## src/rtl/nl_regs_pkg.sv

```systemverilog
// Shared register-map constants and types for the NL engine register file.
package nl_regs_pkg;

  localparam int OFS_CTRL   = 'h20;
  localparam int OFS_STATUS = 'h21;
  localparam int OFS_IRQ_EN = 'h22;

  localparam int CTRL_COMMIT     = 0;
  localparam int CTRL_CLR_SHADOW = 1;

  localparam int STAT_PENDING = 0;
  localparam int STAT_DONE    = 1;
  localparam int STAT_ERR     = 2;

  typedef struct packed {
    logic err;
    logic done;
    logic pending;
  } status_t;

  // CFG and STAT windows must fit below the CTRL block.
  function automatic bit map_fits(int n_cfg, int n_stat);
    return (n_cfg >= 1) && (n_cfg <= 16) && (n_stat >= 1) && (n_stat <= 15) &&
           ((n_cfg + n_stat) < OFS_CTRL);
  endfunction

endpackage

```

## src/rtl/regfile_nl_gen_if.sv

```systemverilog
// Host register bus between the bus master and the NL register file.
interface regfile_nl_gen_if #(
  parameter int DATA_W = 16,
  parameter int ADDR_W = 14
);
  logic              wr_en;
  logic              rd_en;
  logic [ADDR_W-1:0] addr;
  logic [DATA_W-1:0] write_data;
  logic [DATA_W-1:0] read_data;
  logic              rd_valid;

  modport master (output wr_en, rd_en, addr, write_data, input read_data, rd_valid);
  modport slave  (input wr_en, rd_en, addr, write_data, output read_data, rd_valid);
endinterface

```

## src/rtl/regfile_shadow_reg.sv

```systemverilog
// One shadow/active configuration register pair; the active copy loads only on commit.
module regfile_shadow_reg #(
  parameter int DATA_W = 16
) (
  input  logic              clk,
  input  logic              rst,
  input  logic              we,
  input  logic              clr,
  input  logic              load,
  input  logic [DATA_W-1:0] din,
  output logic [DATA_W-1:0] shadow,
  output logic [DATA_W-1:0] active
);

  always_ff @(posedge clk or negedge rst) begin
    if (!rst) begin
      shadow <= '0;
      active <= '0;
    end else begin
      if (clr)
        shadow <= '0;
      else if (we)
        shadow <= din;
      // load sees the pre-write shadow, so a same-cycle host write stays pending
      if (load)
        active <= shadow;
    end
  end

endmodule

```

## src/rtl/regfile_nl_gen.sv

```systemverilog
// Double-buffered NL engine register file: shadow/active config, status, W1C flags, IRQ.
module regfile_nl_gen
  import nl_regs_pkg::*;
#(
  parameter int                DATA_W    = 16,
  parameter int                ADDR_W    = 14,
  parameter logic [ADDR_W-1:0] BASE_ADDR = 14'h300,
  parameter int                N_CFG     = 8,
  parameter int                N_STAT    = 4
) (
  input  logic                     clk,
  input  logic                     rst,
  regfile_nl_gen_if.slave          bus,
  output logic [N_CFG*DATA_W-1:0]  cfg_active,
  output logic                     cfg_update,
  input  logic                     engine_idle,
  input  logic [N_STAT*DATA_W-1:0] stat_in,
  input  logic                     done_pulse,
  input  logic                     err_pulse,
  output logic                     irq
);

  if (!map_fits(N_CFG, N_STAT)) begin : g_map_check
    $error("regfile_nl_gen: N_CFG/N_STAT out of range or overlap the CTRL block");
  end

  logic [ADDR_W-1:0] offset;
  logic              wr_ctrl, wr_status, wr_irq_en;
  logic              commit_req, clr_shadow, xfer;
  status_t           flags_q;
  logic [1:0]        irq_en_q;
  logic [DATA_W-1:0] shadow_q [N_CFG];
  logic [DATA_W-1:0] rd_mux;

  assign offset     = bus.addr - BASE_ADDR;
  assign wr_ctrl    = bus.wr_en && (offset == ADDR_W'(OFS_CTRL));
  assign wr_status  = bus.wr_en && (offset == ADDR_W'(OFS_STATUS));
  assign wr_irq_en  = bus.wr_en && (offset == ADDR_W'(OFS_IRQ_EN));
  assign commit_req = wr_ctrl && bus.write_data[CTRL_COMMIT];
  assign clr_shadow = wr_ctrl && bus.write_data[CTRL_CLR_SHADOW];
  assign xfer       = flags_q.pending && engine_idle;

  for (genvar k = 0; k < N_CFG; k++) begin : g_cfg
    logic we_k;
    assign we_k = bus.wr_en && (offset == ADDR_W'(k + 1));

    regfile_shadow_reg #(.DATA_W(DATA_W)) u_reg (
      .clk    (clk),
      .rst    (rst),
      .we     (we_k),
      .clr    (clr_shadow),
      .load   (xfer),
      .din    (bus.write_data),
      .shadow (shadow_q[k]),
      .active (cfg_active[k*DATA_W +: DATA_W])
    );
  end

  // A pending commit absorbs further COMMIT writes until it transfers.
  always_ff @(posedge clk or negedge rst) begin
    if (!rst) begin
      flags_q    <= '0;
      irq_en_q   <= '0;
      cfg_update <= 1'b0;
      irq        <= 1'b0;
    end else begin
      if (xfer)
        flags_q.pending <= 1'b0;
      else if (commit_req)
        flags_q.pending <= 1'b1;
      flags_q.done <= done_pulse || (flags_q.done && !(wr_status && bus.write_data[STAT_DONE]));
      flags_q.err  <= err_pulse  || (flags_q.err  && !(wr_status && bus.write_data[STAT_ERR]));
      if (wr_irq_en)
        irq_en_q <= bus.write_data[STAT_ERR:STAT_DONE];
      cfg_update <= xfer;
      irq        <= |({flags_q.err, flags_q.done} & irq_en_q);
    end
  end

  always_comb begin
    rd_mux = '0;
    for (int k = 0; k < N_CFG; k++)
      if (offset == ADDR_W'(k + 1))
        rd_mux = shadow_q[k];
    for (int j = 0; j < N_STAT; j++)
      if (offset == ADDR_W'(N_CFG + 1 + j))
        rd_mux = stat_in[j*DATA_W +: DATA_W];
    if (offset == ADDR_W'(OFS_STATUS)) begin
      rd_mux[STAT_PENDING] = flags_q.pending;
      rd_mux[STAT_DONE]    = flags_q.done;
      rd_mux[STAT_ERR]     = flags_q.err;
    end
    if (offset == ADDR_W'(OFS_IRQ_EN))
      rd_mux[STAT_ERR:STAT_DONE] = irq_en_q;
  end

  always_ff @(posedge clk or negedge rst) begin
    if (!rst) begin
      bus.read_data <= '0;
      bus.rd_valid  <= 1'b0;
    end else begin
      bus.rd_valid <= bus.rd_en;
      if (bus.rd_en)
        bus.read_data <= rd_mux;
    end
  end

endmodule
```

## src/flat_wrapper.sv

```systemverilog
// flat-port wrapper written by rule: the top's interface ports become plain ports
module regfile_nl_gen_flat import nl_regs_pkg::*;
#(
  parameter int                DATA_W    = 16,
  parameter int                ADDR_W    = 14,
  parameter logic [ADDR_W-1:0] BASE_ADDR = 14'h300,
  parameter int                N_CFG     = 8,
  parameter int                N_STAT    = 4
)
  (clk, rst, cfg_active, cfg_update, engine_idle, stat_in, done_pulse, err_pulse, irq, bus_wr_en, bus_rd_en, bus_addr, bus_write_data, bus_read_data, bus_rd_valid);
  regfile_nl_gen_if #(.DATA_W(DATA_W), .ADDR_W(ADDR_W)) bus_i ();
  input  logic clk;
  input  logic rst;
  output logic [N_CFG*DATA_W-1:0] cfg_active;
  output logic cfg_update;
  input  logic engine_idle;
  input  logic [N_STAT*DATA_W-1:0] stat_in;
  input  logic done_pulse;
  input  logic err_pulse;
  output logic irq;
  input wire logic [$bits(bus_i.wr_en)-1:0] bus_wr_en;
  input wire logic [$bits(bus_i.rd_en)-1:0] bus_rd_en;
  input wire logic [$bits(bus_i.addr)-1:0] bus_addr;
  input wire logic [$bits(bus_i.write_data)-1:0] bus_write_data;
  output wire logic [$bits(bus_i.read_data)-1:0] bus_read_data;
  output wire logic [$bits(bus_i.rd_valid)-1:0] bus_rd_valid;
  assign bus_i.wr_en = bus_wr_en;
  assign bus_i.rd_en = bus_rd_en;
  assign bus_i.addr = bus_addr;
  assign bus_i.write_data = bus_write_data;
  assign bus_read_data = bus_i.read_data;
  assign bus_rd_valid = bus_i.rd_valid;
  regfile_nl_gen #(.DATA_W(DATA_W), .ADDR_W(ADDR_W), .BASE_ADDR(BASE_ADDR), .N_CFG(N_CFG), .N_STAT(N_STAT)) u_core (.clk(clk), .rst(rst), .bus(bus_i), .cfg_active(cfg_active), .cfg_update(cfg_update), .engine_idle(engine_idle), .stat_in(stat_in), .done_pulse(done_pulse), .err_pulse(err_pulse), .irq(irq));
endmodule
```

## config.mk

```make
export PLATFORM = sky130hd
export DESIGN_NAME = regfile_nl_gen_flat
export DESIGN_NICKNAME = d
export VERILOG_FILES = /design/src/rtl/nl_regs_pkg.sv /design/src/rtl/regfile_nl_gen_if.sv /design/src/rtl/regfile_shadow_reg.sv /design/src/rtl/regfile_nl_gen.sv /design/src/flat_wrapper.sv
export SDC_FILE = /design/constraint.sdc
export NUM_CORES = 1
export LEC_CHECK = 0
export ABC_AREA = 1
export BUFFER_PORTS_ARGS = -buffer_cell sky130_fd_sc_hd__buf_2
export CAP_MARGIN = 20
export CORE_MARGIN = 3
export CORE_UTILIZATION = 55
export DETAILED_ROUTE_END_ITERATION = 6
export PLACE_DENSITY = 0.82
export SLEW_MARGIN = 20
export SYNTH_ARGS = -nofsm -noshare
export SYNTH_HDL_FRONTEND = slang
export SYNTH_SLANG_ARGS = --single-unit
```

## constraint.sdc

```tcl
create_clock -name clk -period 1.69 [get_ports clk]
set_input_delay 0.169 -clock clk [delete_from_list [all_inputs] [get_ports clk]]
set_output_delay 0.169 -clock clk [all_outputs]
set_load 0.01 [all_outputs]
```

[Word level (Yosys, flattened, before mapping)]
Index checks and enable logic that the tools add are counted.
Widths: inputs -> output; s select.
Cells by class
  reduce and logical (&&, ||, !) cells: 32
  add/subtract/negate cells: 1
  muxes and demuxes: 32
  equality and inequality tests: 15
  bitwise gates (word level): 1
Operators by type and width (count)
  $mux 16: 28
  $eq 14x4->1 const B: 5
  $eq 14x3->1 const B: 4
  $eq 14x6->1 const B: 3
  $eq 14x2->1 const B: 2
  $logic_and 1x1->1: 18
  $reduce_bool 2->1: 9
  $eq 14x1->1 const B: 1
  $sub 14x10->14 const B: 1
  $mux 3: 1
  $and 2x2->2: 1
  $logic_not 1->1: 2
  $logic_or 1x1->1: 2
  $mux 1: 2
  $mux 2: 1
  $reduce_or 2->1: 1
Storage, ports and cells
  flip-flop bits (word level): 280
  word-level logic and storage cells: 105

[Longest topological paths before layout]
  word-level depth: 16
  mapped depth: 15
  depth with buffers taken out: 14

[Modules after synthesis]
Synthesis repeated with hierarchy kept, for this count alone.
Unflattened totals
  cells, all modules: 1615
  area, all modules: 13021.2 um^2
By module, submodules not included
  regfile_shadow_reg: cells each 137, area an instance 1266.2 um^2, times used 8
  regfile_nl_gen: cells each 519, area an instance 2891.5 um^2, times used 1

[Worst setup path after synthesis]
Ideal clock, no wire load.
  path type: input-to-reg
  start point: input bus_addr[10]
  end point: register u_core.g_cfg[3].u_reg.shadow[1]
  buffers on the path: 1
  library setup time: 0.129 ns
  path slack: 0.104 ns
  required time: 1.561 ns
  arrival time: 1.457 ns
  stages on the path: 9
  cell sequence: nor2_1 nand2_2 nor2_8 inv_2 nor4b_4 a31oi_2 buf_2 nand2_1 o21ai_1
On the way
  cells in the longest elaborated chain, start to end: 5
  elaborated cells between the ends (all ways): 8
  classes of those cells: add/sub (1); eq/ne (2); mux (1); reduce/logical (4)
RTL lines
  start: declaration: line flat_wrapper.sv:23  | input wire logic [$bits(bus_i.addr)-1:0] bus_addr;
  $sub 14x10->14 (*): line regfile_nl_gen.sv:35  | assign offset = bus.addr - BASE_ADDR;
  $eq 14x6->1: line regfile_nl_gen.sv:36  | assign wr_ctrl = bus.wr_en && (offset == ADDR_W'(OFS_CTRL));
  $logic_and 1x1->1: line regfile_nl_gen.sv:36
  $logic_and 1x1->1: line regfile_nl_gen.sv:40  | assign clr_shadow = wr_ctrl && bus.write_data[CTRL_CLR_SHADOW];
  $mux 16 or $reduce_bool 2->1 (tied branches)
  end signal: assignment: line regfile_shadow_reg.sv:23  | shadow <= din;
  end: declaration: line regfile_shadow_reg.sv:11  | output logic [DATA_W-1:0] shadow,
Mark *: on every way between the ends. The rest lies on a longest branch, timed or not.
A chain may end at the register's enable or synchronous reset.

[Worst setup path in the final report]
  start point: register u_core.g_cfg[2].u_reg.shadow[3]
  end point: register u_core.bus.read_data[3]
On the way
  cells in the longest elaborated chain, start to end: 10
RTL lines
  start: declaration: line regfile_shadow_reg.sv:11
  start signal: assignment: line regfile_shadow_reg.sv:23
  $mux 16 (6 in series): line regfile_nl_gen.sv:83  | if (offset == ADDR_W'(k + 1))
  $mux 16 (4 in series): line regfile_nl_gen.sv:86  | if (offset == ADDR_W'(N_CFG + 1 + j))
  end signal: assignment: line regfile_nl_gen.sv:104  | bus.read_data <= rd_mux;
  end: declaration: line regfile_nl_gen_if.sv:14  | modport slave (input wr_en, rd_en, addr, write_data, output read_data, rd_valid);
Every way passes these cells.

==> impl_metrics.json <==
{
  "status": "complete, no violations",
  "rsz0062_at_grt": "false",
  "avgSynthCellArea_um2": 8.54,
  "hold_depth": 3,
  "clock_latency_ps": 560,
  "cts_root_buf": "clkbuf_16",
  "utilization_pct": 75.6,
  "min_path_type": "input pin to register",
  "path_buf_inv": 0,
  "syn_nets": 1489,
  "setup_ws_ps": 89.7,
  "path_class": "register to register",
  "critical-path-max-stage-delay_ps": 410,
  "slowest_stage": "dfrtp_1",
  "tightestPinTransition_ps": 792,
  "route.detailed.drc": 0,
  "synth_flop_cell": "dfrtp_1",
  "cts_buffers": 28,
  "initial_core_util_pct": 56.2,
  "seq_area_um2": 7010,
  "track_usage_pct": 34.0,
  "gr-total-overflow": 0,
  "reg2reg_from": "u_core.g_cfg[2].u_reg.shadow[3]",
  "die_area_um2": 23300,
  "syn_area_um2": 11900,
  "setup_viol": 0,
  "fin_area_um2": 15900,
  "slew_headroom_pct": 47.0,
  "r2r_end": "u_core.bus.read_data[3]",
  "via_per_inst": 5.91,
  "maxCapViolCount": 0,
  "end_kind": "register",
  "pwr_density_cell_nw_per_um2": 963,
  "ys_seq_area_share_pct": 59.1,
  "dp_slack_ps": -568,
  "yosysTopAreaCell": "dfrtp_1",
  "leakage_uw": 0.00852,
  "fin_nets": 1838,
  "synth.ff_latch_count": 280,
  "cts_tree": "done",
  "drt-wirelength-per-cell_um": 19.9,
  "total_power_uw": 15300,
  "crit_top_cell": "nand4_1",
  "synth_warnings": 0,
  "clockBufferDepth": 3,
  "drtAntennaViolNets": 0,
  "grt_first_pass_wirelength_mm": 63.9,
  "reg2reg_slack_ps": 90,
  "design.core.area_um2": 21100,
  "die_x_um": 153,
  "slew_viol_final": 0,
  "io_pins": 248,
  "syn-instance-count": 1388,
  "finalHoldViolCount": 0,
  "min_to": "u_core.irq_en_q[0]",
  "antenna_found_initial": 2,
  "setup.worst_path.start_class": "register",
  "max_freq_ghz": 0.625,
  "num_rows": 53,
  "multiInputGateArea_um2": 4300,
  "fillerInstances": 1383,
  "grt_max_degree": 77,
  "placed_area_um2": 14300,
  "hpwl_mm": 26.2,
  "required_ps": 2130,
  "final_cells": 2036,
  "synth.area.top_cells": "dfrtp_1, nand2_1, o21ai_0",
  "yosysUniqueCellTypes": 28,
  "grt_pass1_vias": 11900,
  "fin_worst_skew_ps": 19.7,
  "die_h_um": 153,
  "postCtsSetupBuffers": 0,
  "io_buffers": 247,
  "worstPathMaxFanout": 3,
  "synth_top_area_share_pct": 59.1,
  "async_flop_share_pct": 100,
  "route.vias.total": 12000,
  "ff2ff_path_depth": 8,
  "cts.sinks": 280,
  "synth-edff-count": 0,
  "gp_congestion": 0.992,
  "wl_mm": 40.6,
  "fin_crit_ps": 1600,
  "area_growth_pct": 34.5,
  "max-vdd-ir-drop_v": 0.000770,
  "fin_crit_sh_pct": 94.7,
  "place_inst": 1919,
  "final_layout_size_suffix_gt1_share_pct": 23.2,
  "worst_ep_arrival_time_ps": 2040,
  "firstDrtPassIters": 7,
  "clk_pin_slew_ps": 70,
  "drt_iter0_drc": 1542,
  "path_cells": "nand3_1 > nand4_1 > a21oi_1 > nand4_1 > a21oi_1 > nand4_1 > nand2_1 > nand2_1",
  "path_delay_family": "simple AND/OR/NAND/NOR gates",
  "min-delay-start": "bus_write_data[1]",
  "cts.htree.levels": 1
}
layout by cell type, fill, tap and decap left out, types with 2 or more instances in the layout:
master | netlist | routed
nand4_1 | 50 | 50
nor3_1 | 4 | 4
inv_2 | 3 | 4
a21oi_2 | 4 | 4
nand3_1 | 67 | 67
bufinv_16 | 0 | 4
clkinv_4 | 0 | 2
clkinv_2 | 0 | 5
clkbuf_16 | 0 | 29
dlygate4sd3_1 | 0 | 63
nor2_2 | 3 | 2
o21ai_1 | 69 | 69
nor3_2 | 4 | 4
clkbuf_8 | 0 | 5
buf_2 | 30 | 246
nand2_1 | 598 | 596
diode_2 | 0 | 2
clkinvlp_4 | 0 | 4
buf_12 | 0 | 42
dfrtp_1 | 280 | 280
a31oi_2 | 2 | 2
nand2_2 | 1 | 2
o21ai_0 | 69 | 69
nor2_1 | 29 | 29
clkbuf_1 | 38 | 2
buf_4 | 4 | 43
o22ai_1 | 32 | 32
inv_1 | 63 | 62
a21oi_1 | 27 | 26
metal layers:
metal / track usage (%) / vias to the layer above / part of all wire, %
met3: 6.79 / 218 / 9.7
met1: 44.9 / 5764 / 38
li1: - / 5224 / -
met5: 0 / - / 0
met4: 17.7 / 0 / 5.7
met2: 53.7 / 829 / 47
state kept, by name (all words and copies together), names as in the netlist:
signal                     cells
u_core.g_cfg.u_reg.shadow    128
u_core.irq_en_q                2
u_core.cfg_update              1
u_core.g_cfg.u_reg.active    128
u_core.flags_q                 3
u_core.bus.read_data          16
u_core.irq                     1
u_core.bus.rd_valid            1
cells in the mapped netlist (27+ instances only):
master	number
a21oi_1	27
nand2_1	598
o21ai_1	69
o22ai_1	32
dfrtp_1	280
buf_2	30
inv_1	63
nand3_1	67
clkbuf_1	38
o21ai_0	69
nor2_1	29
nand4_1	50
layout make-up:
cell class | instances | area share, %
clock inverters | 16 | 1.26
well taps | 275 | 2.16
flip-flops and latches | 280 | 43.9
repair buffers | 395 | 19.1
inverters | 66 | 1.55
diodes | 2 | 0.0314
multi-input cells | 966 | 26.9
clock buffers | 36 | 5.03
what timing repair did:
action,4_1_cts,5_1_grt
setup endpoints to repair,7,11
hold buffers,63,0
endpoints found under the hold margin,277,0
gates cloned,0,0
resized for setup,1,4
tightest hold or removal path: cells and delay by family:
kind	cells	cell delay, ps
AOI/OAI and AO/OA	1	170
buffers and inverters	2	180
logic make-up (layout without fill, tap and decap cells):
logic type | Yosys count | after routing | share of synthesized area [%]
other | 0 | 2 | 0
DFF | 280 | 280 | 59.1
AOI/OAI and AO/OA | 204 | 204 | 9.24
and+or+nand+nor | 762 | 762 | 26.7
buffers and inverters | 142 | 513 | 4.94
worst max path at each step:
stage	startpoint	end	cells past startpoint
finish	u_core.g_cfg[2].u_reg.shadow[3]	u_core.bus.read_data[3]	8
global route	u_core.g_cfg[3].u_reg.shadow[9]	u_core.bus.read_data[9]	8
CTS	bus_addr[7]	u_core.flags_q[2]	10
detailed placement	bus_addr[7]	u_core.g_cfg[7].u_reg.shadow[10]	9
global placement	bus_addr[4]	u_core.g_cfg[7].u_reg.shadow[7]	9
floorplan	bus_addr[10]	u_core.g_cfg[3].u_reg.shadow[1]	9
metrics by stage:
step	hold slack [ps]	setup TNS, ps
global placement	136	-29700
detailed placement	135	-35300
global route	21.1	0
finish	7.51	0
floorplan	-127	0
CTS	0.464	0
power breakdown:
part	switching (uW)	internal [uW]	leakage (uW)	total, uW
sequential	163	6990	0.00366	7160
combinational	847	646	0.00438	1490
clock	2720	3980	0.000485	6700
No activity file was read; power rests on OpenSTA's default activity.
